$ cat config.mk
export PLATFORM = sky130hd
export DESIGN_NAME = mem_port_arbiter
export DESIGN_NICKNAME = d
export VERILOG_FILES = /design/src/rtl/mem_port_arbiter_pkg.sv /design/src/rtl/mem_arb_rr.sv /design/src/rtl/mem_port_arbiter.sv
export SDC_FILE = /design/constraint.sdc
export NUM_CORES = 1
export LEC_CHECK = 0
export CAP_MARGIN = 10
export CORE_MARGIN = 8
export CORE_UTILIZATION = 43
export CTS_CLUSTER_DIAMETER = 30
export DETAILED_ROUTE_END_ITERATION = 12
export GPL_ROUTABILITY_DRIVEN = 0
export PLACE_DENSITY = 0.92
export SLEW_MARGIN = 40
export SYNTH_ARGS = -nofsm -noshare
export SYNTH_HDL_FRONTEND = slang
export SYNTH_SLANG_ARGS = --single-unit
$ cat constraint.sdc
create_clock -name CLK -period 4.35 [get_ports CLK]
set_input_delay 0.87 -clock CLK [delete_from_list [all_inputs] [get_ports CLK]]
set_output_delay 0.87 -clock CLK [all_outputs]
set_load 0.005 [all_outputs]
$ cat src/rtl/mem_port_arbiter_pkg.sv
// Shared definitions for the memory port arbiter: FSM state encoding,
// grant identifiers and default address/data widths.
package mem_arb_pkg;

    localparam int ADDR_W_DEF = 16;
    localparam int DATA_W_DEF = 16;

    localparam logic GNT_CPU  = 1'b0;
    localparam logic GNT_HOST = 1'b1;

    typedef enum logic [1:0] {
        IDLE  = 2'd0,
        ISSUE = 2'd1,
        WAIT  = 2'd2,
        DONE  = 2'd3
    } arb_state_t;

endpackage

$ cat src/rtl/mem_arb_rr.sv
// Two-way round-robin pick.
//   req[1:0]   : request vector (bit 0 = CPU, bit 1 = host)
//   last_grant : port granted most recently
//   valid      : at least one request present
//   pick       : chosen port (only meaningful when valid)
module mem_arb_rr
    import mem_arb_pkg::*;
(
    input  logic [1:0] req,
    input  logic       last_grant,
    output logic       valid,
    output logic       pick
);

    always_comb begin
        valid = |req;
        if (req == 2'b11)
            pick = ~last_grant;   // tie goes to whoever did not win last time
        else if (req[1])
            pick = GNT_HOST;
        else
            pick = GNT_CPU;
    end

endmodule

$ cat src/rtl/mem_port_arbiter.sv
// Shares one single-ported memory between the CPU (port 0) and the host
// loader/debug port (port 1). One transaction at a time, round-robin on ties,
// programmable read latency.
//   CLK, Reset                          : clock, synchronous active-high reset
//   cpu_req/we/addr/wdata, cpu_ack/rdata: CPU request/response
//   host_req/we/addr/wdata, host_ack/rdata: host request/response
//   mem_addr/wdata/we/re, mem_rdata     : memory macro interface
//   grant                               : owner of current transaction
//   busy                                : FSM not in IDLE
module mem_port_arbiter
    import mem_arb_pkg::*;
#(
    parameter int ADDR_W = ADDR_W_DEF,
    parameter int DATA_W = DATA_W_DEF,
    parameter int RD_LAT = 1
) (
    input  logic              CLK,
    input  logic              Reset,
    input  logic              cpu_req,
    input  logic              cpu_we,
    input  logic [ADDR_W-1:0] cpu_addr,
    input  logic [DATA_W-1:0] cpu_wdata,
    output logic              cpu_ack,
    output logic [DATA_W-1:0] cpu_rdata,
    input  logic              host_req,
    input  logic              host_we,
    input  logic [ADDR_W-1:0] host_addr,
    input  logic [DATA_W-1:0] host_wdata,
    output logic              host_ack,
    output logic [DATA_W-1:0] host_rdata,
    output logic [ADDR_W-1:0] mem_addr,
    output logic [DATA_W-1:0] mem_wdata,
    output logic              mem_we,
    output logic              mem_re,
    input  logic [DATA_W-1:0] mem_rdata,
    output logic              grant,
    output logic              busy
);

    localparam logic [2:0] CNT_INIT = 3'(RD_LAT - 1);

    arb_state_t state, state_nxt;
    logic       last_grant;
    logic       lat_we;
    logic [2:0] cnt;
    logic       rr_valid, rr_pick;

    mem_arb_rr u_rr (
        .req        ({host_req, cpu_req}),
        .last_grant (last_grant),
        .valid      (rr_valid),
        .pick       (rr_pick)
    );

    always_comb begin
        state_nxt = state;
        mem_we    = 1'b0;
        mem_re    = 1'b0;
        cpu_ack   = 1'b0;
        host_ack  = 1'b0;
        busy      = (state != IDLE);
        case (state)
            IDLE:  if (rr_valid) state_nxt = ISSUE;
            ISSUE: begin
                mem_we    = lat_we;
                mem_re    = ~lat_we;
                state_nxt = lat_we ? DONE : WAIT;
            end
            WAIT:  if (cnt == 3'd0) state_nxt = DONE;
            DONE: begin
                cpu_ack   = (grant == GNT_CPU);
                host_ack  = (grant == GNT_HOST);
                state_nxt = IDLE;
            end
            default: state_nxt = IDLE;
        endcase
    end

    always_ff @(posedge CLK) begin
        if (Reset) begin
            state      <= IDLE;
            last_grant <= GNT_HOST;   // CPU wins the first tie
            grant      <= GNT_CPU;
            lat_we     <= 1'b0;
            mem_addr   <= '0;
            mem_wdata  <= '0;
            cnt        <= 3'd0;
            cpu_rdata  <= '0;
            host_rdata <= '0;
        end else begin
            state <= state_nxt;
            case (state)
                IDLE: if (rr_valid) begin
                    grant      <= rr_pick;
                    last_grant <= rr_pick;
                    lat_we     <= rr_pick ? host_we    : cpu_we;
                    mem_addr   <= rr_pick ? host_addr  : cpu_addr;
                    mem_wdata  <= rr_pick ? host_wdata : cpu_wdata;
                end
                ISSUE: if (!lat_we) cnt <= CNT_INIT;
                WAIT: begin
                    // cnt reaches 0 on the cycle mem_rdata becomes valid
                    if (cnt == 3'd0) begin
                        if (grant == GNT_HOST) host_rdata <= mem_rdata;
                        else                   cpu_rdata  <= mem_rdata;
                    end else begin
                        cnt <= cnt - 3'd1;
                    end
                end
                default: ;
            endcase
        end
    end

endmodule
==> results.yml <==
timing:
  setup-violations-final: 0
  finalCritPeriodShare_pct: 61.0
  finalCriticalPeriod_ns: 2.65
  rsz0062_at_grt: "no"
  max_freq_mhz: 377
  worstMarginPinSlew_ns: 0.755
  hold_violations: 0
  drv_slew: 0
  finClkSkew_ns: 0.00798
  final.setup.tns_ns: 0
  slew-limit-headroom_pct: 49.4
die:
  fp.dieW_um: 101
  ioPinCount: 156
  fp.dieArea_um2: 10200
  start_util_pct: 43.6
  fp.coreArea_um2: 7100
  die_h_um: 101
  rows: 31
synthesis:
  synth_cell_type_count: 40
  synth_fp_nets: 480
  synthesis.area_um2: 3100
  async_flop_share_pct: 0
  syn_area_per_cell_um2: 8.00
  ys_seq_area_share_pct: 46.5
  synth_edf_count: 0
  syn_inst: 387
  ys.flop_type: "dfxtp_1"
  synth_warnings: 0
  ys_ff_latch: 72
critical_path:
  worstSetupPathType: "reg2out"
  critPathArrivalTime_ns: 1.78
  r2r_end: "cpu_rdata[5]"
  r2r-start: "state[0]"
  crit_required_ns: 3.48
  crit_top_cell: "inv_1"
  crit_path_start_kind: "flip-flop"
  cp_slowest_cell: "clkdlybuf4s50_1"
  endpoint_kind: "output port"
  path_max_fanout: 7
  slowest_delay_ns: 0.52
  cp-startpoint: "state[0]"
  reg2regPathDepth: 5
  reg2reg_slack_ns: 2.27
  worstPathCellList: "inv_1 > ha_1 > inv_1 > clkdlybuf4s50_1"
status:
  outcome: "finished clean"
power:
  finalPower_mw: 2.35
  powerDensity_nw_per_um2: 487
  power.leakage_nw: 1.80
  clkPwrFrac_pct: 22.4
  p_sw_mw: 0.784
  p_seq_share_pct: 38.1
  p_sw_share_pct: 33.4
  internal_power_mw: 1.56
  irDropWorstVdd_mv: 0.233
  combinationalPowerShare_pct: 39.6
hold_path:
  min_to: "host_rdata[0]"
  hold_depth: 2
  hp-class: "reg2reg"
  min_from: "host_rdata[0]"
grt:
  grt_max_degree: 40
  antenna_found_initial: 0
  grt.total_usage_pct: 20.2
  grt_pass1_vias: 3421
  grt_pass1_wl_um: 16400
  grt_overflow_total: 0
clock_tree:
  clock_path_buffers: 2
  cts.sink_count: 72
  cts_setup_buffers: 0
  ctsHoldBuffers: 0
  clk_pin_slew_worst_paths_ns: 0.08
  cts_tree: "built"
  insertion_delay_ns: 0.34
  cts_root_buffer: "clkbuf_8"
  cts_resized: 0
  cts_inserted_buffers: 9
  htreeDepth: 3
layout:
  drive_gt1_share_pct: 6.03
  area_growth_pct: 55.6
  postLayoutCellArea_um2: 4820
  final_nets: 619
  n_antenna_cell: 0
  seq_area_um2: 1440
  multi_input_comb_area_um2: 1440
  fillers: 556
route:
  vias_per_cell: 5.29
  wl_um: 10300
  remaining_drc_errors: 0
  first_pass_iters: 4
  num_vias: 3334
  drtAntennaViolNets: 0
  first_iter_violations: 110
  wl_per_cell_um: 16.4
placement:
  io_buffers: 155
  dpl.hpwl_um: 7720
  placed_area_um2: 4620
job:
  max_cap_violations: 0
critical path, delay by kind of cell (launching register included):
family / cells / cell delay (ns)
flip-flops: 1 / 0.40
buffers and inverters: 3 / 0.73
adder cells (fa/ha/maj): 1 / 0.31
state kept, by name, summed over array words and instances (netlist names):
register	flops
last_grant	1
mem_wdata	16
state	2
cpu_rdata	16
grant	1
cnt	3
lat_we	1
mem_addr	16
host_rdata	16
stage by stage:
step	worst slack [ns]	std cells	hold WS [ns]	utilization (%)
after floorplan	2.61	387	0.446	-
after global placement	1.59	613	0.443	64.9
after detailed placement	1.84	614	0.451	65.1
after CTS	1.69	630	0.461	67.9
after global routing	1.63	630	0.487	67.9
final	1.70	630	0.461	67.9
final cells by class:
cell class	count	share of cell area, %
timing repair buffer	158	32.8
sequential	72	29.9
multi-input combinational	276	29.9
clock buffer	11	2.94
tap	99	2.57
clock inverter	5	1.17
inverter	9	0.701
metal layers:
metal,GRT usage (%),vias to the layer above,share of wire (%)
met5,0,-,0
met4,7.56,0,1.4
met3,9.67,16,14
met2,34.1,180,46
met1,21.3,1550,39
li1,-,1588,-
synthesized netlist by cell type, types with 2 or more instances:
cell type  number  share of area [%]
nand4bb_1       2               0.73
a21oi_1        96                 16
buf_2          10                1.6
o21ai_0        34                5.5
and2_1          2               0.40
inv_1           9                1.1
ha_1            7                2.8
buf_4           3               0.73
clkbuf_1        9                1.1
dfxtp_1        72                 47
buf_6           6                2.2
a21oi_2         5                1.4
nor2b_1         2               0.40
nand2b_1        3               0.61
nor2_1          2               0.24
nand2_1       101                 12
worst max-delay path by stage:
stage                  end
2_1_floorplan       lat_we
3_3_place_gp   mem_addr[5]
3_5_place_dp   mem_addr[8]
4_1_cts               busy
5_1_grt               busy
6_report              busy
power groups by stage:
stage | registers [mW] | clock network, mW | logic (mW)
6_report | 0.894 | 0.525 | 0.929
5_1_grt | 0.911 | 0.564 | 1.03
4_1_cts | 0.893 | 0.535 | 0.933
3_5_place_dp | 0.904 | 0 | 0.930
3_3_place_gp | 0.897 | 0 | 0.894
2_1_floorplan | 0.905 | 0 | 0.460
cell usage in the layout (no fill, tap or decap), types with 2 or more instances in the layout:
cell             synthesis  final
nand2b_1                 3      3
nand4bb_1                2      2
inv_1                    9      8
dfxtp_1                 72     72
clkdlybuf4s50_1          0    155
buf_4                    3      2
nor2_1                   2      2
and2_1                   2      2
a21oi_2                  5      5
clkbuf_8                 0     10
o21ai_0                 34     34
ha_1                     7      7
a21oi_1                 96     96
nand2_1                101    101
nor2b_1                  2      2
clkinv_2                 0      2
cells by family after synthesis:
group	Yosys count	synth area share, %
AOI/OAI and AO/OA	149	26.5
adders and majority gates	7	2.83
buffers and inverters	39	6.99
DFF	72	46.5
muxes	1	0.323
and+or+nand+nor	119	16.8
(Power assumes the default switching activity.)
